[src/rtl/mips_pkg.sv]
// Shared types and constants for the 5-stage MIPS pipeline.
// Holds the IF/ID register layout that fetch produces and decode consumes.
package mips_pkg;

  localparam int XLEN = 32;

  localparam logic [XLEN-1:0] INSTR_NOP = 32'h0000_0000;
  localparam logic [XLEN-1:0] PC_INC    = 32'd4;

  typedef struct packed {
    logic [XLEN-1:0] instr;
    logic [XLEN-1:0] pc_plus4;
    logic            valid;
    logic            oob;
  } if_id_t;

  localparam if_id_t IF_ID_BUBBLE = '{
    instr:    INSTR_NOP,
    pc_plus4: '0,
    valid:    1'b0,
    oob:      1'b0
  };

  // Instruction addresses are word aligned; the low two bits are dropped.
  function automatic logic [XLEN-1:0] align_pc(input logic [XLEN-1:0] addr);
    return addr & ~XLEN'(3);
  endfunction

endpackage

[src/rtl/pc_reg.sv]
// Program counter for the IF stage: reset / redirect / stall / increment
// priority mux plus word-alignment of every loaded address.
module pc_reg
  import mips_pkg::*;
#(
  parameter logic [XLEN-1:0] RESET_PC = 32'h0000_0000
) (
  input  logic            clk,
  input  logic            reset,
  input  logic            i_stall,
  input  logic            i_redirect,
  input  logic [XLEN-1:0] i_target_pc,
  output logic [XLEN-1:0] o_pc,
  output logic [XLEN-1:0] o_pc_plus4
);

  logic [XLEN-1:0] r_pc;
  logic [XLEN-1:0] w_pc_plus4;

  assign w_pc_plus4 = r_pc + PC_INC;

  // NOTE: sequential state uses non-blocking assignments so every register
  // samples pre-edge values regardless of process evaluation order.
  always_ff @(posedge clk) begin
    if (reset) begin
      r_pc <= align_pc(RESET_PC);
    end else if (i_redirect) begin
      r_pc <= align_pc(i_target_pc);
    end else if (!i_stall) begin
      r_pc <= w_pc_plus4;
    end
  end

  assign o_pc       = r_pc;
  assign o_pc_plus4 = w_pc_plus4;

endmodule

[src/rtl/fetch_stage.sv]
// IF stage: drives the instruction memory address and fills the IF/ID register.
// Optional performance counters are built when FETCH_PERF_CNT_EN is defined.
module fetch_stage
  import mips_pkg::*;
#(
  parameter logic [XLEN-1:0] RESET_PC   = 32'h0000_0000,
  parameter int unsigned     IMEM_WORDS = 1024
) (
  input  logic            clk,
  input  logic            reset,
  input  logic            stall,
  input  logic            redirect,
  input  logic [XLEN-1:0] target_pc,
  output logic [XLEN-1:0] imem_addr,
  input  logic [XLEN-1:0] imem_data,
  output logic [XLEN-1:0] if_id_instr,
  output logic [XLEN-1:0] if_id_pc_plus4,
  output logic            if_id_valid,
`ifdef FETCH_PERF_CNT_EN
  output logic [XLEN-1:0] perf_fetch_cnt,
  output logic [XLEN-1:0] perf_stall_cnt,
`endif
  output logic            if_id_oob
);

  localparam logic [XLEN-1:0] IMEM_WORDS_W = XLEN'(IMEM_WORDS);

  logic [XLEN-1:0] w_pc;
  logic [XLEN-1:0] w_pc_plus4;
  logic            w_oob;
  logic            w_fetch;
  if_id_t          r_if_id;

  pc_reg #(
    .RESET_PC (RESET_PC)
  ) u_pc_reg (
    .clk         (clk),
    .reset       (reset),
    .i_stall     (stall),
    .i_redirect  (redirect),
    .i_target_pc (target_pc),
    .o_pc        (w_pc),
    .o_pc_plus4  (w_pc_plus4)
  );

  assign imem_addr = w_pc;
  assign w_oob     = (w_pc >> 2) >= IMEM_WORDS_W;
  assign w_fetch   = !redirect && !stall;

  // A redirect squashes the wrong-path word fetched this cycle, even under stall.
  always_ff @(posedge clk) begin
    if (reset || redirect) begin
      r_if_id <= IF_ID_BUBBLE;
    end else if (w_fetch) begin
      r_if_id <= '{instr: imem_data, pc_plus4: w_pc_plus4, valid: 1'b1, oob: w_oob};
    end
  end

  assign if_id_instr    = r_if_id.instr;
  assign if_id_pc_plus4 = r_if_id.pc_plus4;
  assign if_id_valid    = r_if_id.valid;
  assign if_id_oob      = r_if_id.oob;

`ifdef FETCH_PERF_CNT_EN
  logic [XLEN-1:0] r_fetch_cnt;
  logic [XLEN-1:0] r_stall_cnt;

  always_ff @(posedge clk) begin
    if (reset) begin
      r_fetch_cnt <= '0;
      r_stall_cnt <= '0;
    end else begin
      if (w_fetch)              r_fetch_cnt <= r_fetch_cnt + 1'b1;
      if (stall && !redirect)   r_stall_cnt <= r_stall_cnt + 1'b1;
    end
  end

  assign perf_fetch_cnt = r_fetch_cnt;
  assign perf_stall_cnt = r_stall_cnt;
`endif

endmodule

[config.mk]
export PLATFORM = sky130hd
export DESIGN_NAME = fetch_stage
export DESIGN_NICKNAME = d
export VERILOG_FILES = /design/src/rtl/mips_pkg.sv /design/src/rtl/pc_reg.sv /design/src/rtl/fetch_stage.sv
export SDC_FILE = /design/constraint.sdc
export NUM_CORES = 1
export LEC_CHECK = 0
export BUFFER_PORTS_ARGS = -buffer_cell sky130_fd_sc_hd__buf_2
export CAP_MARGIN = 20
export CORE_MARGIN = 2
export CORE_UTILIZATION = 49
export DETAILED_ROUTE_END_ITERATION = 10
export PLACE_DENSITY_LB_ADDON = 0.3
export SLEW_MARGIN = 20
export SYNTH_ARGS = -nofsm -noshare
export SYNTH_HDL_FRONTEND = slang
export SYNTH_SLANG_ARGS = --single-unit
[constraint.sdc]
create_clock -name clk -period 2.2 [get_ports clk]
set_input_delay 0.22 -clock clk [delete_from_list [all_inputs] [get_ports clk]]
set_output_delay 0.22 -clock clk [all_outputs]
set_load 0.01 [all_outputs]
Word level (Yosys, flattened, before mapping)
Cells that the tools add are included.
{"block": "word_totals", "out_inout_bits": 98, "in_bits": 68, "regBits": 98, "elab_cells": 16}
{"block": "op_classes", "eq_ne": 1, "muxes": 2, "n_addsub": 1, "n_lt_le_gt_ge": 1, "n_reduce_logical": 5}
{"operator": "two-way mux 32 bit", "count": 2}
{"operator": "adder 32 x 3 -> 32 bit, second input constant", "count": 1}
{"operator": "greater-or-equal comparator 30 x 11 -> 1 bit, second input constant", "count": 1}
{"operator": "zero test 1 bit", "count": 2}
{"operator": "!= test 2 x 1 -> 1 bit, second input constant", "count": 1}
{"operator": "OR reduction 2 bit", "count": 1}
{"operator": "logical AND 1 bit", "count": 1}
{"operator": "logical OR 1 bit", "count": 1}

Longest topological paths before layout
Gate-level depths: netlist of the first run.
{"block": "depth", "depth_word": 3, "mapped_depth": 7, "depth_no_buf": 6}

Hierarchy
Synthesis of the first run repeated with hierarchy kept, for this count alone.
{"block": "unflattened", "cells_unflattened": 518, "area_unflattened_um2": 4778.3}
{"module": "fetch_stage", "instances": 1, "cells_per_inst": 221, "area_each_um2": 2416.1, "seq_area_each_um2": 1321.3}
{"module": "pc_reg", "instances": 1, "cells_per_inst": 297, "area_each_um2": 2362.3, "seq_area_each_um2": 600.6}

Least setup slack after synthesis of the first run
OpenSTA, ideal clock, no wires.
{"block": "synth_path", "path_type": "register to register", "start": "reg u_pc_reg.r_pc[4] (netlist: u_pc_reg.o_pc[4])", "end": "reg u_pc_reg.r_pc[13] (netlist: u_pc_reg.o_pc[13])", "required_time_ns": 2.132, "setup_slack_ns": 0.233, "synth_period_minus_slack_ns": 1.967, "setup_ns": 0.068, "path_stages_with_launch": 8, "n_path_buf": 2, "t_arrival_ns": 1.899, "path_cell_list": "dfxtp_1 > buf_2 > nand3_2 > or4_1 > buf_2 > or3_1 > a21o_1 > a21oi_2"}
{"block": "synth_between", "elab_chain_len": 3}
{"element": "start: declaration", "line": "pc_reg.sv:17", "text": "logic [XLEN-1:0] r_pc;"}
{"element": "start signal: assignment", "line": "pc_reg.sv:26", "text": "r_pc <= align_pc(RESET_PC);"}
{"element": "start signal: assignment", "line": "pc_reg.sv:28", "text": "r_pc <= align_pc(i_target_pc);"}
{"element": "start signal: assignment", "line": "pc_reg.sv:30", "text": "r_pc <= w_pc_plus4;"}
{"element": "adder 32 x 3 -> 32 bit", "line": "pc_reg.sv:20", "text": "assign w_pc_plus4 = r_pc + PC_INC;"}
{"element": "two-way mux 32 bit", "line": "pc_reg.sv:29", "text": "end else if (!i_stall) begin"}
{"element": "two-way mux 32 bit", "line": "pc_reg.sv:27", "text": "end else if (i_redirect) begin"}
No other way between the ends. The select of a mux whose other input is x is not followed.
A chain may end at the register's enable or synchronous reset.

Worst setup path after layout of the first run
{"block": "layout_path", "start": "reg u_pc_reg.r_pc[8] (netlist: u_pc_reg.o_pc[8])", "end": "reg u_pc_reg.r_pc[17] (netlist: u_pc_reg.o_pc[17])"}
Same word-level chain as after synthesis.

==> results of run 1 <==
## routing by layer
metal  track usage [%]  vias to the layer above  wire length [um]
li1                  -                     2060                 -
met2             40.24                      162              5500
met4             6.217                        0               125
met5                 0                        -                 0
met3             3.688                       11               824
met1             31.31                     1855              5160
## worst min-delay path: stages
cell and delay [ps]:
sky130_fd_sc_hd__buf_2 70, sky130_fd_sc_hd__a21oi_1 50, sky130_fd_sc_hd__nor2_1 70
## metrics by stage
stage / hold slack (ps) / setup slack (ps) / power, mW / util, % / std cells
2_1_floorplan: 359.3 / 233.3 / 2.173 / - / 524
3_5_place_dp: 452.1 / 185.2 / 2.376 / 61.12 / 767
6_report: 94.47 / 152.4 / 3.409 / 63.20 / 783
5_1_grt: 101.9 / 20.79 / 3.555 / 63.20 / 783
3_3_place_gp: 447.4 / 240.9 / 2.361 / 61.09 / 767
4_1_cts: 83.30 / 172.7 / 3.439 / 63.20 / 783
## logic make-up after synthesis
family / Yosys count
buf+inv: 65
flops: 94
other cells: 1
mux: 36
xor+xnor: 51
simple gates: 168
compound gates: 104
fa+ha+maj: 2
## flip-flops by register name, summed over array words and instances (netlist names)
name	cells
if_id_valid	1
if_id_instr	32
u_pc_reg.o_pc	30
if_id_pc_plus4	30
if_id_oob	1
## cell type report
cell class | instances | area [um2] | area share [%]
clock buffers | 10 | 137.6 | 2.497
clock inverters | 6 | 43.79 | 0.7946
inverters | 18 | 67.56 | 1.226
multi-input cells | 365 | 2265 | 41.09
flip-flops and latches | 94 | 1882 | 34.14
well taps | 108 | 135.1 | 2.452
repair buffers | 182 | 980.9 | 17.80
## power breakdown
group / switching (mW) / internal, mW / total, mW / leakage, nW
Sequential: 0.0808 / 1.77 / 1.85 / 0.770
Clock: 0.624 / 0.449 / 1.07 / 0.0930
Combinational: 0.261 / 0.220 / 0.481 / 1.65
Total: 0.966 / 2.44 / 3.41 / 2.52
## placed cells by master (no fill, tap or decap), drive strengths merged, types with 2 or more instances in the layout
cell type | synthesis | routed
buf | 14 | 182
o21ai | 35 | 35
a211oi | 5 | 5
clkbuf | 33 | 10
nor3 | 13 | 13
xor2 | 24 | 24
a21oi | 43 | 43
clkinv | 0 | 3
or3 | 7 | 7
nand3 | 13 | 13
nand4b | 2 | 2
conb | 1 | 4
or4 | 2 | 2
mux2i | 36 | 36
nand4 | 13 | 13
a311oi | 3 | 3
inv | 18 | 20
xnor2 | 27 | 27
nor4 | 12 | 12
dfxtp | 94 | 94
nor2 | 68 | 68
nor2b | 6 | 6
o21a | 14 | 14
nand2 | 27 | 27
ha | 2 | 2
## path summary, 6_finish.rpt
kind                    start                 to  cells after the start
min              target_pc[4]   u_pc_reg.o_pc[4]                      3
min reg2reg       if_id_valid        if_id_valid                      1
max          u_pc_reg.o_pc[8]  u_pc_reg.o_pc[17]                      5
max reg2reg  u_pc_reg.o_pc[8]  u_pc_reg.o_pc[17]                      5
==> results, run 1 <==
- The core region is 0.008721 mm2.
- The power per standard cell area is 618.5 mW/mm2.
- The setup check on the worst reg-to-reg path leaves a slack of 150 ps.
- After clock tree synthesis, the setup repair step added 0 buffers.
- The clock transition at the register clock pins on the worst setup and hold paths after CTS is 100 ps.
- The die boundary width is 98.71 um.
- After clock tree synthesis, the flow added hold-fix buffers numbering 0.
- In the routed layout, each cell is associated on average with a via count of 5.221.
- Global routing finished with a remaining overflow of 0.
- The adder-cell area share of the yosys netlist is 0.5693%.
- Data on the critical path is required at its endpoint by 2450 ps.
- IR analysis of the VDD net gives a maximum drop of 278.9 uV.
- The DRC marker count from the first detailed-route iteration is 192.
- The most used flip-flop cell after synthesis is sky130_fd_sc_hd__dfxtp_1.
- The final weighted congestion of routability-driven global placement is 0.8707.
- For this design, the sink count on the clock tree is 94.
- Static timing analysis puts the maximum clock frequency at 0.4884 GHz.
- Subtracting the final worst setup slack from the clock period gives 2048 ps.
- The all-layer global routing usage is 23.58%.
- The pin count of the biggest net entering global routing is 47.
- The routed design has 11.61 mm of wire.
- The worst path uses 93.07% of the clock period.
- Traced cell by cell, the critical path runs through nand4_1 > or4_1 > nor4_2 > xor2_1 > o21a_1.
- The number of max-slew violations in the final report is 0.
- In this run the worst path has a maximum fanout of 7.
- The number of optimization iterations in the first detailed-route pass is 4.
- Yosys mapped a number of flops with a built-in enable equal to 0.
- The largest individual stage delay along the critical path comes from the cell sky130_fd_sc_hd__or4_1.
- The total of fill cells in the finished design is 771.
- The first global-routing pass estimated 18.81 mm of wire.
- After synthesis, flip-flops and latches occupy 42.81% of the total area.
- The xor/xnor share of the synthesized area is 10.16%.
- The average wire length per cell after detail routing is 14.83 um.
- The number of placed I/O pins is 166.
- Summing the areas of all compound-gate instances in the mapped netlist gives 13.46% of the synthesized area.
- Clock tree synthesis inserted a total of 9 buffers.
- The initial cell density of the core is 50.40%.
- The clock tree from TritonCTS is built.
- The fraction of synthesis flops using an asynchronous set or reset pin is 0%.
- The total of warnings raised by yosys is 0.
- STA classifies the critical path endpoint as a flop.
- The number of failing hold endpoints at the final stage was 0.
- The number of buffer and inverter stages on the critical path is 0.
- Setup total negative slack on the finished layout was measured at 0 ps.
- Detailed routing inserted a total of 4,088 vias.
- Of the cells placed in the final design, the portion with a size suffix greater than 1 is 30.52%.
- The area of the die is 0.009744 mm2.
- In this design, the stage delay of the slowest critical-path cell is 670 ps.
- After synthesis, the largest family of logic cells by area is simple AND/OR/NAND/NOR gates.
- The via count of the first global-routing pass is 3,884.
- The post-detailed-route count of antenna-violating nets is 0.
- Sorting the synthesized cells by area gives the leading types as sky130_fd_sc_hd__dfxtp_1, sky130_fd_sc_hd__mux2i_1, sky130_fd_sc_hd__nor2_1, sky130_fd_sc_hd__xnor2_1, sky130_fd_sc_hd__a21oi_1.
- In this run, distinct cell masters in the synthesized netlist total 39.
- In this run the cell area of the synthesized design comes to 0.004395 mm2.
- The startpoint class of the critical path is a flop.
- The flow ran to the end, and the final reports show no timing, DRC or antenna violations.
- Post-CTS repair changed the size of 0 cells.
- At the pin with the least slew margin, the transition time is 788.1 ps.
- On the critical path the largest part of the delay comes from simple AND/OR/NAND/NOR gates.
- During placement, the flow inserted port buffers numbering 159.
- The area growth from synthesis to final layout is 25.39%.
- For this run, design rule violations remaining after detail routing come to 0.
- The area fraction of the dominant cell type after synthesis is 42.81%.
- In this run the mean area of a mapped cell was 8.437 um2.
- The total leakage power is 2.515 nW.
- The post-synthesis share of cell area spent on and, or, nand and nor gates is 18.56%.
- Setup repair after global routing left no endpoint under its margin.
- The number of standard cells after synthesis is 521.
- Measured along the y axis, the die boundary spans 98.71 um.
- Max-cap violations in this run came to 0.
- Data on the critical path arrives at its endpoint at 2290 ps.
- The commonest cells after synthesis are sky130_fd_sc_hd__dfxtp_1, sky130_fd_sc_hd__nor2_1, sky130_fd_sc_hd__a21oi_1.
- The mux contribution to synthesized area is 8.198%.
- The number of nets in the layout is 740.
- The clock passes through at most 2 buffers.
- In this run the clock root is driven by a sky130_fd_sc_hd__clkbuf_8.
- The HPWL after detailed placement is 8.407 mm.
- CTS built an H-tree with a depth of 3.
- The count of standard-cell rows is 34.
- Setup violations remaining at the end of the flow were counted as 0.
- The clock latency of the later-clocked register in the worst-skew pair is 350 ps.
- The dominant cell by count in the synthesized netlist is sky130_fd_sc_hd__dfxtp_1.
- The biggest area contributor in the post-synthesis netlist is sky130_fd_sc_hd__dfxtp_1.
- Headroom to the max-slew limit came out at 47.40%.
- The number of antenna diodes in the final layout is 0.
- The area after detailed placement is 0.005330 mm2.
- The class of the most critical hold timing path is primary input to flop.
- The worst setup path is of the flop to flop kind.
- The number of antenna violations at the first check in global routing is 0.
- The number of flip-flops and latches in the synthesized netlist is 94.
- The clock arrives with 10.31 ps of skew.
- The finished cells cover 0.005512 mm2.
Note: power is estimated with default switching activity, not from simulation.
==> inputs of run 2 (changes only) <==
- ABC_AREA: not set -> 1
==> run 2 against run 1 <==
Effect of this change:
- utilization increased by 0.22 points
- critical path depth rose by 5
- total power grew 4.0%
- synthesized cell count rose by 22%
- sequential cell count stayed put
- largest cell class unchanged
- largest power group unchanged
==> results, run 2 <==
- Ranked by total cell area, the synthesized netlist is headed by sky130_fd_sc_hd__dfxtp_1, sky130_fd_sc_hd__nand2_1, sky130_fd_sc_hd__a21oi_1, sky130_fd_sc_hd__inv_1, sky130_fd_sc_hd__nor2_1.
- The data arrival time of the worst path was 1960 ps (-330 ps).
- The number of max-slew violations in the final report is 0 (unchanged).
- The startpoint class of the critical path is a flop.
- The root buffer cell is sky130_fd_sc_hd__clkbuf_8.
- The number of buffers inserted by port buffering came to 159 (unchanged).
- The initial cell density of the core is 49.90% (-0.50 points).
- The critical path goes through ha_1 > nand2_2 > nor2_4 > nand2_4 > nor2_4 > nand2_1 > nand2_1 > nand2_1 > nand2_1 > a21oi_1.
- The type of destination of the critical path is a flop.
- The area of the die came to 0.009560 mm2 (-1.9%).
- The final standard cell count with taps included and fillers excluded is 903 (+15%).
- The class of the most critical hold timing path is primary input to flop.
- The number of failing hold endpoints at the final stage is 0 (unchanged).
- The number of remaining DRC errors is 0 (unchanged).
- The startpoint of the lowest-slack register-to-register path is u_pc_reg.o_pc[3].
- The count of cells resized by post-cts repair is 0 (unchanged).
- The die boundary width came to 97.78 um (-0.95%).
- The final-report setup violation count is 0 (unchanged).
- The number of antenna violations at the first check in global routing is 0 (unchanged).
- The number of placed I/O pins is 166 (unchanged).
- The register-to-register setup slack came to 490 ps (+330 ps).
- Setup repair after global routing left no endpoint under its margin.
- The area after detailed placement came to 0.005248 mm2 (-1.5%).
- The number of flip-flops and latches in the synthesized netlist is 94 (unchanged).
- The clock latency of the later-clocked register in the worst-skew pair is 370 ps (+20 ps).
- The run finished with clean final reports.
- The fraction of layout cells with a size suffix above 1 is 26.29% (-4.2 points).
- The clock transition at the register clock pins on the worst setup and hold paths after CTS came to 100 ps (about the same).
- The total of warnings raised by yosys is 0 (unchanged).
- The largest fanout on the critical path is 5 (-2).
- The vertical die dimension is 97.78 um (-0.95%).
- The global-route wire length before repair was 20.00 mm (+6.3%).
- The number of optimization iterations in the first detailed-route pass is 4 (unchanged).
- The maximum clock path buffer count is 2 (unchanged).
- The average wire length per cell after detail routing is 13.38 um (-9.8%).
- The area growth from synthesis to final layout is 27.09%.
- The highest attainable clock frequency was 0.5838 GHz (+20%).
- The smallest setup slack after layout was 487.0 ps (+334.6 ps).
- The antenna diode count is 0 (unchanged).
- The vias per cell is 5.052 (-3.2%).
- The number of standard cells after synthesis is 638 (+22%).
- The via count of the first global-routing pass is 4,372 (+13%).
- The path with the worst hold slack has its endpoint at if_id_instr[18].
- The synthesized design spends more area on one cell type than any other, namely sky130_fd_sc_hd__dfxtp_1.
- The power per standard cell area was 647.4 mW/mm2 (+4.7%).
- The critical path start-end classification is flop to flop.
- The post-CTS setup buffer count is 0 (unchanged).
- The number of enable flip-flop cells after synthesis was 0 (unchanged).
- The mean instance size in the synthesized netlist is 6.754 um2 (-20%).
- The max-capacitance violation count was 0 (unchanged).
- The flip-flop count of the largest register after layout came to 32 (unchanged).
- The fraction of synthesis flops using an asynchronous set or reset pin came to 0% (unchanged).
- The via count is 4,562 (+12%).
- TritonCTS built the clock tree.
- The total leakage power came to 2.506 nW (-0.37%).
- The setup total negative slack came to 0 ps (unchanged).
- The worst stage delay on the critical path came to 420 ps (-250 ps).
- The slowest stage of the critical path belongs to the cell sky130_fd_sc_hd__dfxtp_1.
- The dominant cell by count in the synthesized netlist is sky130_fd_sc_hd__nand2_1.
- The library cell used most frequently in the layout, excluding fill and tap cells, is sky130_fd_sc_hd__nand2_1.
- In this run the worst setup path begins at u_pc_reg.o_pc[3].
- The worst endpoint required time came to 2450 ps (about the same).
- The number of hold buffers added after CTS was 0 (unchanged).
- The number of instances on the worst hold path is 3 (unchanged).
- The HPWL after detailed placement came to 8.888 mm (+5.7%).
- By count the netlist is led by sky130_fd_sc_hd__nand2_1, sky130_fd_sc_hd__dfxtp_1, sky130_fd_sc_hd__a21oi_1.
- The total instance count after detailed placement is 887 (+16%).
- The cell area after layout is 0.005477 mm2 (-0.64%).
- The post-detailed-route count of antenna-violating nets is 0 (unchanged).
- The total number of clock tree sinks is 94 (unchanged).
- The netlist area before placement is 0.004309 mm2 (-2.0%).
- The most used flip-flop cell after synthesis is sky130_fd_sc_hd__dfxtp_1.
- The DRC marker count from the first detailed-route iteration is 220 (+15%).
- The end of the worst register-to-register path is u_pc_reg.o_pc[28].
- The number of nets in the layout is 860 (+16%).
- The count of cells along the worst register-to-register path was 10 (+5).
- The part of the cycle the worst path needs is 77.86% (-15 points).
- The overflow left after global routing was 0 (unchanged).
- The register area share after synthesis is 43.67% (+0.86 points).
- The shortest clock period the worst path allows after layout is 1713 ps (-334.6 ps).
- The distinct cell type count after synthesis was 30 (-23%).
- The count of standard-cell rows came to 34 (unchanged).
- The TritonCTS buffer count is 9 (unchanged).
- The final weighted congestion of routability-driven global placement is 0.9028 (+3.7%).
- The utilization of the core after routing is 63.42% (+0.22 points).
- The post-place setup slack is 551.8 ps (+366.6 ps).
- The pin count of the biggest net entering global routing was 58 (+23%).
- The area fraction of the dominant cell type after synthesis is 43.67% (+0.86 points).
- The all-layer global routing usage is 25.54% (+2.0 points).
- The sum of routed wire length over all layers was 12.08 mm (+4.1%).
- The hold path startpoint is imem_data[18].
- The worst supply voltage drop on vdd is 442.6 uV (+59%).
- The worst clock skew is 10.77 ps (+0.4583 ps).
- The library cells used most frequently in the layout, excluding fill and tap cells, are sky130_fd_sc_hd__nand2_1, sky130_fd_sc_hd__buf_2, sky130_fd_sc_hd__dfxtp_1.
- The placeable core region came to 0.008636 mm2 (-0.98%).
- The number of H-tree branching levels came to 3 (unchanged).
- The critical path's most frequent cell is sky130_fd_sc_hd__nand2_1.
==> run 2: where the power goes <==
group          internal (mW)  switching [mW]  total, mW
sequential              1.75          0.0600       1.81
clock                  0.680           0.648       1.33
combinational          0.164           0.240      0.404
total                   2.60           0.948       3.55
==> run 2: worst max-delay path by stage <==
stage	endpoint	slack, ps	depth (start not counted)
2_1_floorplan	if_id_pc_plus4[30]	680	10
4_1_cts	u_pc_reg.o_pc[28]	500	10
3_3_place_gp	u_pc_reg.o_pc[30]	620	10
5_1_grt	if_id_pc_plus4[28]	370	10
3_5_place_dp	u_pc_reg.o_pc[22]	550	9
6_report	u_pc_reg.o_pc[28]	490	10
==> run 2: cell families after synthesis <==
kind of cell / after synthesis / synth area share [%]
and+or+nand+nor: 317 / 30.60
AOI/OAI and AO/OA: 127 / 15.27
DFF: 94 / 43.67
buffers and inverters: 90 / 8.362
xor gates and xnor gates: 7 / 1.423
adders and majority gates: 2 / 0.5806
other: 1 / 0.08702
==> run 2: final cells by class <==
cell class	instances	area (um2)
fillers	810	3159
multi-input cells	457	2088
flip-flops and latches	94	1882
repair buffers	169	920.9
inverters	59	221.5
clock buffers	10	137.6
well taps	108	135.1
clock inverters	6	91.34
==> run 2: per-stage QoR <==
stage,power [mW],hold slack [ps]
floorplan,2.069,368.2
global placement,2.245,444.9
detailed placement,2.257,451.6
CTS,3.565,72.04
global route,3.705,75.59
finish,3.545,89.77
==> run 2: routing by layer <==
layer / routed length (um) / GRT usage, % / up-vias
li1: - / - / 2321
met1: 5015 / 30.15 / 2070
met2: 5970 / 44.83 / 155
met3: 894 / 7.802 / 16
met4: 202 / 7.585 / 0
met5: 0 / 0 / -
==> run 2: worst max-delay path, delay by kind of cell (launching register included) <==
family / cells / cell delay (ps)
simple gates: 8 / 850
flops: 1 / 420
fa+ha+maj: 1 / 250
compound gates: 1 / 60
==> inputs of run 3 (changes only) <==
- clock period: 2.2 -> 1.6 ns (I/O delays scaled with it)
==> run 3 against run 2 <==
Effect of this change:
- clock-buffer cell count down 1
- non-clock buffer count rose by 10
- clock power grew 43%
- final area up 2.0%
- via count is essentially flat
- total power is 40% higher
- combinational power increased by 42%
- critical path depth fell by 1
- die area is the same
- critical endpoint is now if_id_pc_plus4[30]
==> results, run 3 (same netlist as run 2, synthesis figures left out) <==
- The flow ran to the end, and the final reports show no timing, DRC or antenna violations.
- The placeable core region came to 0.008636 mm2 (unchanged).
- In this run the most critical hold path is launched from imem_data[6].
- The register-to-register setup slack is 80 ps (-410 ps).
- The fraction of layout cells with a size suffix above 1 is 29.03% (+2.7 points).
- The final weighted congestion of routability-driven global placement is 0.9115 (+0.96%).
- The final standard cell count with taps included and fillers excluded is 914 (+1.2%).
- The count of cells along the worst register-to-register path came to 9 (-1).
- The part of the cycle the worst path needs was 95.05% (+17 points).
- The total number of clock tree sinks is 94 (unchanged).
- The vias per cell is 4.989 (-1.2%).
- The number of optimization iterations in the first detailed-route pass is 4 (unchanged).
- The via count is 4,560 (-0.044%).
- The critical path's most frequent cell is sky130_fd_sc_hd__nand2_2.
- The area growth from synthesis to layout is 29.62%.
- The highest attainable clock frequency was 0.6575 GHz (+13%).
- In this run the worst hold path is classified as primary input to flop.
- The smallest setup slack after layout came to 79.16 ps (-407.8 ps).
- The maximum clock path buffer count was 2 (unchanged).
- The startpoint of the lowest-slack register-to-register path is u_pc_reg.o_pc[3].
- The count of standard-cell rows is 34 (unchanged).
- The DRC marker count from the first detailed-route iteration was 227 (+3.2%).
- The max-capacitance violation count is 0 (unchanged).
- The antenna diode count is 0 (unchanged).
- In this run the critical register-to-register path is captured at if_id_pc_plus4[30].
- STA classifies the critical path startpoint as a flop.
- The number of buffers inserted by port buffering is 159 (unchanged).
- The number of H-tree branching levels is 3 (unchanged).
- The die boundary width is 97.78 um (unchanged).
- The worst endpoint required time is 1890 ps (-560 ps).
- The worst hold path terminates at if_id_instr[6].
- Setup repair after global routing could not meet its margin everywhere.
- The clock latency of the later-clocked register in the worst-skew pair is 360 ps (about the same).
- The library cell used most frequently in the layout, excluding fill and tap cells, is sky130_fd_sc_hd__nand2_1.
- The worst supply voltage drop on vdd was 506.7 uV (+14%).
- The shortest clock period the worst path allows after layout was 1521 ps (-192.2 ps).
- The pin count of the biggest net entering global routing is 51 (-12%).
- The setup total negative slack is 0 ps (unchanged).
- The global-route wire length before repair came to 19.93 mm (-0.31%).
- In the layout the commonest cells are sky130_fd_sc_hd__nand2_1, sky130_fd_sc_hd__buf_2, sky130_fd_sc_hd__a21oi_1.
- The number of remaining DRC errors is 0 (unchanged).
- TritonCTS built the clock tree.
- The flip-flop count of the largest register after layout is 32 (unchanged).
- The gate family responsible for the most delay along the worst path is simple AND/OR/NAND/NOR gates.
- The initial cell density of the core is 49.90% (unchanged).
- The worst clock skew is 9.980 ps (-0.7911 ps).
- The cell sitting at the root of the clock tree is a sky130_fd_sc_hd__clkbuf_8.
- Traced cell by cell, the critical path runs through ha_4 > nand2_2 > nor2_4 > nand2_4 > nor2_8 > nand3_1 > nand2_1 > nand2_2 > a21oi_2.
- The total instance count after detailed placement was 896 (+1.0%).
- The largest individual stage delay along the critical path comes from the cell sky130_fd_sc_hd__dfxtp_2.
- The number of hold buffers added after CTS is 0 (unchanged).
- The all-layer global routing usage was 24.96% (-0.58 points).
- The clock transition at the register clock pins on the worst setup and hold paths after CTS came to 90 ps (about the same).
- The largest fanout on the critical path is 6 (+1).
- The final-report setup violation count is 0 (unchanged).
- The number of nets in the layout is 871 (+1.3%).
- The post-place setup slack is 57.94 ps (-493.8 ps).
- The number of buffer and inverter stages on the critical path came to 0 (unchanged).
- The average wire length per cell after detail routing was 12.96 um (-3.1%).
- The number of antenna violations at the first check in global routing is 0 (unchanged).
- The overflow left after global routing was 0 (unchanged).
- The post-detailed-route count of antenna-violating nets is 0 (unchanged).
- The number of placed I/O pins is 166 (unchanged).
- The area of the die is 0.009560 mm2 (unchanged).
- The via count of the first global-routing pass is 4,408 (+0.82%).
- STA classifies the critical path endpoint as a flop.
- The sum of routed wire length over all layers was 11.85 mm (-1.9%).
- The TritonCTS buffer count is 9 (unchanged).
- The worst stage delay on the critical path is 360 ps (-60 ps).
- The overall power consumption is 4.960 mW (+40%).
- The number of instances on the worst hold path was 3 (unchanged).
- The total leakage power came to 2.550 nW (+1.8%).
- The power per standard cell area was 888.0 mW/mm2 (+37%).
- The critical path start-end classification is flop to flop.
- The data arrival time of the worst path was 1810 ps (-150 ps).
- The number of max-slew violations in the final report is 0 (unchanged).
- The HPWL after detailed placement is 8.951 mm (+0.72%).
- The vertical die dimension is 97.78 um (unchanged).
- The number of failing hold endpoints at the final stage was 0 (unchanged).
run 3: cell count changes in the layout (fill, tap and decap cells not counted), sizes merged:
cell / change
bufinv: +1
nor2: +1
clkbuf: -1
buf: +10
clkinv: -1
clkinvlp: +1
run 3: stage by stage:
step / util (%) / hold slack, ps / area (um2)
CTS: 63.94 / 25.26 / 5522
global placement: 61.11 / 413.5 / 5278
global route: 64.68 / 28.97 / 5585
finish: 64.68 / 39.92 / 5585
detailed placement: 61.11 / 416.1 / 5278
floorplan: - / 308.2 / 4320
run 3: how the worst max path moves through the flow:
| stage | startpoint | endpoint | slack, ps | cells past startpoint |
|---|---|---|---|---|
| final | u_pc_reg.o_pc[3] | if_id_pc_plus4[30] | 80 | 9 |
| after global routing | u_pc_reg.o_pc[3] | if_id_pc_plus4[21] | 2 | 9 |
| after CTS | u_pc_reg.o_pc[2] | if_id_pc_plus4[30] | 30 | 9 |
| after detailed placement | u_pc_reg.o_pc[2] | if_id_pc_plus4[30] | 60 | 10 |
| after global placement | u_pc_reg.o_pc[2] | if_id_pc_plus4[30] | 120 | 10 |
| after floorplan | u_pc_reg.o_pc[2] | if_id_pc_plus4[30] | 80 | 10 |
run 3: routing by layer:
metal | vias up | wire, um | global-route usage (%)
li1 | 2339 | - | -
met1 | 2044 | 4963 | 30.09
met2 | 158 | 5712 | 43.45
met3 | 19 | 956 | 7.445
met4 | 0 | 219 | 6.944
met5 | - | 0 | 0
run 3: worst reg2reg max path: cells and delay by family, from the launching register on:
kind / cells / cell delay [ps]
AND/OR/NAND/NOR: 7 / 800
flip-flops: 1 / 360
AO/OA/AOI/OAI: 1 / 150
adder cells (fa/ha/maj): 1 / 140
run 3: area by class of cell:
cell class | instances | area [um2]
repair buffers | 179 | 958.4
clock buffers | 9 | 123.9
inverters | 59 | 221.5
well taps | 108 | 135.1
clock inverters | 7 | 120.1
fillers | 825 | 3050
multi-input cells | 458 | 2132
flip-flops and latches | 94 | 1894
run 3: repair_timing:
| item | 4_1_cts | 5_1_grt |
|---|---|---|
| setup endpoints to repair | 0 | 36 |
| setup buffers | 0 | 1 |
| resized for setup | 0 | 17 |
run 3: where the power goes:
group,leakage (nW),switching (mW),internal [mW]
Clock,0.120,0.851,1.05
Sequential,0.769,0.0749,2.41
Combinational,1.66,0.339,0.234
